===== src/rtl/mm_timer_pkg.sv =====
// Shared definitions for the mm_timer slice: ctrl bit positions,
// config word indices and the timer state encoding.
package mm_timer_pkg;

    localparam int unsigned CTRL_EN       = 0;
    localparam int unsigned CTRL_PERIODIC = 1;
    localparam int unsigned CTRL_IRQ_EN   = 2;

    localparam int unsigned CFG_CTRL      = 0;
    localparam int unsigned CFG_PRESCALE  = 1;
    localparam int unsigned CFG_COMPARE   = 2;

    typedef enum logic [1:0] {
        IDLE = 2'd0,
        RUN  = 2'd1,
        DONE = 2'd2
    } timer_state_t;

endpackage


===== src/rtl/mm_timer_prescaler.sv =====
// Prescaler for mm_timer: counts 0..prescale while enabled and raises a
// one-cycle tick on the terminal value, giving a period of prescale+1 clocks.
module mm_timer_prescaler
    import mm_timer_pkg::*;
#(
    parameter int unsigned DATA_WIDTH = 32
) (
    input  logic                  clock,
    input  logic                  reset,
    input  logic                  enable,
    input  logic [DATA_WIDTH-1:0] prescale,
    output logic                  tick
);

    logic [DATA_WIDTH-1:0] preCnt;

    assign tick = enable && (preCnt == prescale);

    // Prescaler counter: cleared while disabled and on every tick.
    always_ff @(posedge clock or posedge reset) begin
        if (reset) begin
            preCnt <= '0;
        end else if (!enable || tick) begin
            preCnt <= '0;
        end else begin
            preCnt <= preCnt + DATA_WIDTH'(1);
        end
    end

endmodule


===== src/rtl/mm_timer.sv =====
// Timer/compare peripheral fed by the packed words of a 3-entry register
// block (ctrl, prescale, compare). Provides a free-running count, a running
// flag and a sticky interrupt.
// Optional input capture is enabled with MM_TIMER_CAPTURE_EN.
module mm_timer
    import mm_timer_pkg::*;
#(
    parameter int unsigned DATA_WIDTH   = 32,
    parameter int unsigned NUM_CFG_REGS = 3
) (
    input  logic                               clock,
    input  logic                               reset,
    input  logic [DATA_WIDTH*NUM_CFG_REGS-1:0] config_regs,
    input  logic                               irq_clear,
`ifdef MM_TIMER_CAPTURE_EN
    input  logic                               capture,
    output logic [DATA_WIDTH-1:0]              capture_value,
`endif
    output logic [DATA_WIDTH-1:0]              count,
    output logic                               running,
    output logic                               irq
);

    logic [DATA_WIDTH-1:0] ctrlWord;
    logic [DATA_WIDTH-1:0] prescaleWord;
    logic [DATA_WIDTH-1:0] compareWord;
    logic                  en;
    logic                  periodic;
    logic                  irqEn;
    logic                  unusedCtrl;

    timer_state_t          state;
    timer_state_t          stateNext;
    logic [DATA_WIDTH-1:0] countNext;
    logic                  irqNext;
    logic                  match;
    logic                  tick;
    logic                  runActive;

    assign ctrlWord     = config_regs[CFG_CTRL*DATA_WIDTH     +: DATA_WIDTH];
    assign prescaleWord = config_regs[CFG_PRESCALE*DATA_WIDTH +: DATA_WIDTH];
    assign compareWord  = config_regs[CFG_COMPARE*DATA_WIDTH  +: DATA_WIDTH];

    assign en         = ctrlWord[CTRL_EN];
    assign periodic   = ctrlWord[CTRL_PERIODIC];
    assign irqEn      = ctrlWord[CTRL_IRQ_EN];
    assign unusedCtrl = ^ctrlWord[DATA_WIDTH-1:CTRL_IRQ_EN+1];

    assign runActive  = (state == RUN);

    mm_timer_prescaler #(
        .DATA_WIDTH(DATA_WIDTH)
    ) prescaler (
        .clock   (clock),
        .reset   (reset),
        .enable  (runActive),
        .prescale(prescaleWord),
        .tick    (tick)
    );

    // Next-state, count and interrupt logic; a match that sets irq wins over irq_clear.
    always_comb begin
        stateNext = state;
        countNext = count;
        irqNext   = irq;
        match     = 1'b0;

        if (irq_clear) begin
            irqNext = 1'b0;
        end

        if (!en) begin
            stateNext = IDLE;
            countNext = '0;
        end else begin
            case (state)
                IDLE: begin
                    stateNext = RUN;
                    countNext = '0;
                end
                RUN: begin
                    if (tick) begin
                        if (count == compareWord) begin
                            match = 1'b1;
                            if (periodic) begin
                                countNext = '0;
                            end else begin
                                stateNext = DONE;
                            end
                        end else begin
                            countNext = count + DATA_WIDTH'(1);
                        end
                    end
                end
                DONE: begin
                    stateNext = DONE;
                end
                default: begin
                    stateNext = IDLE;
                    countNext = '0;
                end
            endcase
        end

        if (match && irqEn) begin
            irqNext = 1'b1;
        end
    end

    // State, count, interrupt and registered running flag.
    always_ff @(posedge clock or posedge reset) begin
        if (reset) begin
            state   <= IDLE;
            count   <= '0;
            irq     <= 1'b0;
            running <= 1'b0;
        end else begin
            state   <= stateNext;
            count   <= countNext;
            irq     <= irqNext;
            running <= (stateNext == RUN);
        end
    end

`ifdef MM_TIMER_CAPTURE_EN
    // Capture register: snapshots the pre-edge count, independent of state.
    always_ff @(posedge clock or posedge reset) begin
        if (reset) begin
            capture_value <= '0;
        end else if (capture) begin
            capture_value <= count;
        end
    end
`endif

endmodule


===== config.mk =====
export PLATFORM = sky130hd
export DESIGN_NAME = mm_timer
export DESIGN_NICKNAME = d
export VERILOG_FILES = /design/src/rtl/mm_timer_pkg.sv /design/src/rtl/mm_timer_prescaler.sv /design/src/rtl/mm_timer.sv
export SDC_FILE = /design/constraint.sdc
export NUM_CORES = 1
export LEC_CHECK = 0
export ABC_AREA = 1
export ABC_CLOCK_PERIOD_IN_PS = 2000
export BUFFER_PORTS_ARGS = -buffer_cell sky130_fd_sc_hd__buf_2
export CORE_UTILIZATION = 55
export CTS_CLUSTER_DIAMETER = 80
export DETAILED_ROUTE_END_ITERATION = 8
export PLACE_DENSITY = 0.82
export SLEW_MARGIN = 25
export SYNTH_ARGS = -nofsm -noshare
export SYNTH_HDL_FRONTEND = slang
export SYNTH_SLANG_ARGS = --single-unit

===== constraint.sdc =====
create_clock -name clock -period 2 [get_ports clock]
set_input_delay 0 -clock clock [delete_from_list [all_inputs] [get_ports clock]]
set_output_delay 0 -clock clock [all_outputs]
set_load 0.05 [all_outputs]

Word-level counts from Yosys, hierarchy flattened
Cells that the tools add are included.
{"block": "totals", "reg_bits": 68, "inputBits": 99, "output_inout_bits": 34}
{"block": "classes", "addsub": 2, "eq_ne": 8, "mux": 17, "n_reduce_logical": 7}
{"operator": "2-to-1 mux 32 bit", "n": 5}
{"operator": "adder 32 x 1 -> 32 bit (second input constant)", "n": 2}
{"operator": "equality test 32 bit", "n": 2}
{"operator": "one-hot mux 32 bit (2 select lines)", "n": 1}
{"operator": "2-to-1 mux 2 bit", "n": 4}
{"operator": "2-to-1 mux 1 bit", "n": 6}
{"operator": "one-hot mux 2 bit (3 select lines)", "n": 1}
{"operator": "equality test 2 x 1 -> 1 bit (second input constant)", "n": 2}
{"operator": "!= test 4 bit (second input constant)", "n": 1}
{"operator": "!= test 3 bit (second input constant)", "n": 1}
{"operator": "AND reduction 3 bit", "n": 1}
{"operator": "equality test 2 bit (second input constant)", "n": 1}
{"operator": "logical AND 1 bit", "n": 2}
{"operator": "logical NOT 2 bit", "n": 1}
{"operator": "!= test 2 bit (second input constant)", "n": 1}
{"operator": "nonzero test 2 bit", "n": 1}
{"operator": "logical NOT 1 bit", "n": 1}
{"operator": "logical OR 1 bit", "n": 1}

Longest topological paths before layout
{"block": "depth", "depth_word": 7, "mapped_depth": 14, "depth_no_buf": 13}

Cells and area by module
A second synthesis with hierarchy kept.
{"block": "unflattened", "hier_cells": 979, "hier_area_um2": 5931.9}
{"module": "mm_timer", "instances": 1, "cells_per_inst": 646, "area_per_inst_um2": 3557.2, "seq_area_each_um2": 900.9}
{"module": "mm_timer_prescaler", "instances": 1, "cells_per_inst": 333, "area_per_inst_um2": 2374.8, "seq_area_each_um2": 800.8}

Worst setup path after synthesis
OpenSTA, ideal clock, no wires.
{"block": "synth_timing", "kind": "reg2reg", "startpoint": "register count[0]", "endpoint": "register count[26]", "setup_time_ps": 118, "arrival_ps": 1980, "required_time_ps": 1882, "setup_slack_ps": -98, "path_stages_with_launch": 13, "synth_period_minus_slack_ps": 2098, "cell_sequence": "dfrtp_1 ha_1 nand3_2 inv_1 nand2_1 nor2_2 nand2_1 xor2_1 clkinv_1 nand3_1 nor2_1 nand2_2 nand2_1"}
{"block": "synth_between", "elab_chain_cells": 5}
{"item": "from (decl)", "line_no": "mm_timer.sv:19", "rtl": "output logic [DATA_WIDTH-1:0] count,"}
{"item": "from (signal assigned)", "line_no": "mm_timer.sv:119", "rtl": "count <= countNext;"}
{"item": "adder 32 x 1 -> 32 bit or equality test 32 bit (tied branches)", "line_no": "mm_timer.sv:91, mm_timer.sv:83"}
{"item": "2-to-1 mux 32 bit", "line_no": "mm_timer.sv:83", "rtl": "if (count == compareWord) begin"}
{"item": "2-to-1 mux 32 bit", "line_no": "mm_timer.sv:82", "rtl": "if (tick) begin"}
{"item": "one-hot mux 32 bit (2 select lines)", "line_no": "mm_timer.sv:76", "rtl": "case (state)"}
{"item": "2-to-1 mux 32 bit", "line_no": "mm_timer.sv:72", "rtl": "if (!en) begin"}
Several ways; a longest one is shown, not always the timed one. The select of a mux whose other input is x is not followed.
A chain may end at the register's enable or synchronous reset.

Final worst setup path
{"block": "layout_timing", "startpoint": "register prescaler.preCnt[0]", "endpoint": "register prescaler.preCnt[30]"}
{"block": "layout_between", "elab_chain_cells": 4}
{"item": "from (decl)", "line_no": "mm_timer_prescaler.sv:15", "rtl": "logic [DATA_WIDTH-1:0] preCnt;"}
{"item": "from (signal assigned)", "line_no": "mm_timer_prescaler.sv:26", "rtl": "preCnt <= preCnt + DATA_WIDTH'(1);"}
{"item": "branches (longest 3 deep; another with adder 32 x 1 -> 32 bit)"}
{"item": "2-to-1 mux 32 bit *", "line_no": "mm_timer_prescaler.sv:23", "rtl": "end else if (!enable || tick) begin"}
Every way passes the cells marked *.

==> impl_metrics.json <==
{
  "synth-main-ff-cell": "dfrtp_1",
  "core_mm2": 0.00928,
  "synth-edff-count": 0,
  "io_pins": 133,
  "drv_cap": 0,
  "finalWeightedCongestion": 0.982,
  "start_kind": "flip-flop",
  "critPathMaxFanout": 6,
  "synth_top_area_share_pct": 32.1,
  "syn_inst": 775,
  "vdd_drop_max_mv": 0.390,
  "viasPerCell": 5.27,
  "timing.rr.start": "prescaler.preCnt[0]",
  "end_kind": "flip-flop",
  "cts_made_buffers": 9,
  "clock_path_buffers": 2,
  "crit_required_ns": 2.24,
  "tightest_slew_ns": 0.432,
  "num_antenna_cells": 0,
  "crit_path_cell_trace": "buf_6, ha_4, nand3_4, nor2_4, nand2_2, nor3_4, nand4_1, nor2_4, nand3_1, nand2_1, a21oi_2",
  "r2r_slack_ns": 0.08,
  "p_per_area_mw_per_mm2": 444,
  "die-area_mm2": 0.0100,
  "die_y_um": 100,
  "portBuffers": 103,
  "outcome": "completed",
  "final_net_count": 1066,
  "syn_nets": 876,
  "worstSetupPathType": "reg2reg",
  "cts-root-buf": "clkbuf_8",
  "grt_antenna_before_repair": 0,
  "area_growth_pct": 29.7,
  "grt_pass1_vias": 5415,
  "yosysSeqAreaShare_pct": 32.1,
  "grt-ovfl-total": 0,
  "finalHoldViolations": 0,
  "syn_avg_cell_area_um2": 6.84,
  "yosys-top-cells-area": "dfrtp_1 32%, nand2_1 18%, xnor2_1 11%",
  "cts_tree": "built",
  "routedWlPerCell_um": 14.2,
  "synth_area_leader_cell": "dfrtp_1",
  "row_count": 35,
  "ff2ff_path_depth": 11,
  "fill_cells": 703,
  "fin_crit_sh_pct": 95.8,
  "path_clk_slew_ns": 0.09,
  "ys_top_cells_by_count": "256 x nand2_1, 125 x nor2_1, 68 x dfrtp_1",
  "finalSetupTns_ns": 0,
  "cp_top_family": "simple AND/OR/NAND/NOR gates",
  "relSlewSlack_pct": 70.9,
  "multi_input_area_mm2": 0.00326,
  "die_x_um": 100,
  "async_reset_ff_share_pct": 100,
  "insertion_delay_ns": 0.36,
  "drive_above_1_share_pct": 27.5,
  "finalSetupViolCount": 0,
  "cp_slowest_cell": "dfrtp_1",
  "rsz0062_at_grt": "true",
  "first_pass_iters": 5,
  "yosys_warnings": 0,
  "clock-sinks": 68,
  "cts.htree.levels": 3,
  "fin_total_pwr_mw": 3.05,
  "drcViolationCount": 0,
  "r2r_end": "prescaler.preCnt[30]",
  "cpPeakStageDelay_ns": 0.39,
  "vias": 5794,
  "detail-route-antenna-nets": 0,
  "slew_violations": 0,
  "min_period_ns": 1.92,
  "start_util_pct": 57.1,
  "grt_pass1_wl_mm": 25.3,
  "drt-total-wl_mm": 15.6,
  "cpMostUsedCell": "nor2_4",
  "synth-seq-cells": 68,
  "grt.total_usage_pct": 32.3,
  "cp_data_arrival_time_ns": 2.16,
  "synth_cell_types": 35,
  "hpwl_mm": 11.4,
  "fmax_mhz": 522,
  "drt_iter0_markers": 387,
  "synth_most_common_cell": "nand2_1",
  "clock_skew_ns": 0.0119,
  "p_leak_nw": 3.29,
  "grt_start_max_net_pins": 51,
  "hold_path.class": "in2async",
  "path_buf_inv": 1,
  "seqCellArea_mm2": 0.00171,
  "netlist_area_mm2": 0.00530
}
-- what timing repair did --
item / in CTS / in global routing
setup endpoints to repair: 35 / 41
pin swaps: 0 / 9
endpoints found under the hold margin: 21 / 0
gates cloned: 1 / 0
setup buffers: 0 / 12
gates resized for setup: 2 / 20
hold buffers: 5 / 0
-- stage by stage --
step	hold slack (ns)	setup slack, ns	cells	cell area, um^2	util, %
3_5_place_dp	0.0245	-0.181	1065	6420	69.2
4_1_cts	0.188	0.00441	1087	6700	72.2
3_3_place_gp	0.0246	-0.0910	1065	6420	69.2
6_report	0.182	0.0835	1099	6880	74.1
2_1_floorplan	0.109	0.0784	775	5310	-
5_1_grt	0.213	-0.0704	1099	6880	74.1
-- power breakdown --
part	internal (mW)	switching, mW
registers	1.38	0.0111
clock network	0.705	0.577
logic	0.168	0.209
-- worst reg2reg max path, stage by stage, from the launching register on --
cell,delay [ns]
dfrtp_1,0.39
buf_6,0.12
ha_4,0.14
nand3_4,0.10
nor2_4,0.13
nand2_2,0.09
nor3_4,0.20
nand4_1,0.20
nor2_4,0.22
nand3_1,0.09
nand2_1,0.09
a21oi_2,0.04
-- final cells by class --
| type | instances | area share, % |
|---|---|---|
| Inverter | 64 | 3.49 |
| Clock inverter | 6 | 1.31 |
| Tap cell | 129 | 2.35 |
| Multi-Input combinational cell | 621 | 47.3 |
| Timing Repair Buffer | 201 | 18.9 |
| Clock buffer | 10 | 1.85 |
| Sequential cell | 68 | 24.8 |
-- layer usage --
metal / part of all wire, % / global-route usage [%]
met2: 46 / 51.3
met4: 4.3 / 16.4
met3: 8.1 / 5.01
met1: 42 / 42.8
met5: 0 / 0
-- cells in the final DEF, fill, tap and decap left out, drive strengths merged, types with 14 or more instances in the layout --
cell type | Yosys | routed
nand2 | 270 | 270
inv | 63 | 63
a21oi | 16 | 16
xor2 | 25 | 25
nor3 | 18 | 18
nor2 | 139 | 140
xnor2 | 67 | 67
dfrtp | 68 | 68
nand3 | 37 | 37
buf | 20 | 196
nand3b | 14 | 14
-- sequential cells by signal (all words and copies together), names as in the netlist --
name / count
running: 1
state: 2
irq: 1
prescaler.preCnt: 32
count: 32
-- cells by family (layout without fill, tap and decap cells) --
family,count (synthesis),count (layout),share of synthesized area (%)
AOI/OAI and AO/OA,26,26,2.62
xor gates and xnor gates,92,92,15.5
adders and majority gates,2,2,0.472
buffers and inverters,87,281,8.04
DFF,68,68,32.1
and+or+nand+nor,500,501,41.3
-- worst max-delay path by stage --
stage                          from                   end  slack [ns]  depth (start not counted)
3_3_place_gp   prescaler.preCnt[21]              count[2]       -0.09                         13
2_1_floorplan             count[21]             count[20]        0.08                         12
5_1_grt         prescaler.preCnt[0]  prescaler.preCnt[30]       -0.07                         11
4_1_cts         prescaler.preCnt[0]  prescaler.preCnt[24]       0.004                         10
6_report        prescaler.preCnt[0]  prescaler.preCnt[30]        0.08                         11
3_5_place_dp   prescaler.preCnt[21]              count[7]       -0.18                         13
Note: power is estimated with default switching activity, not from simulation.
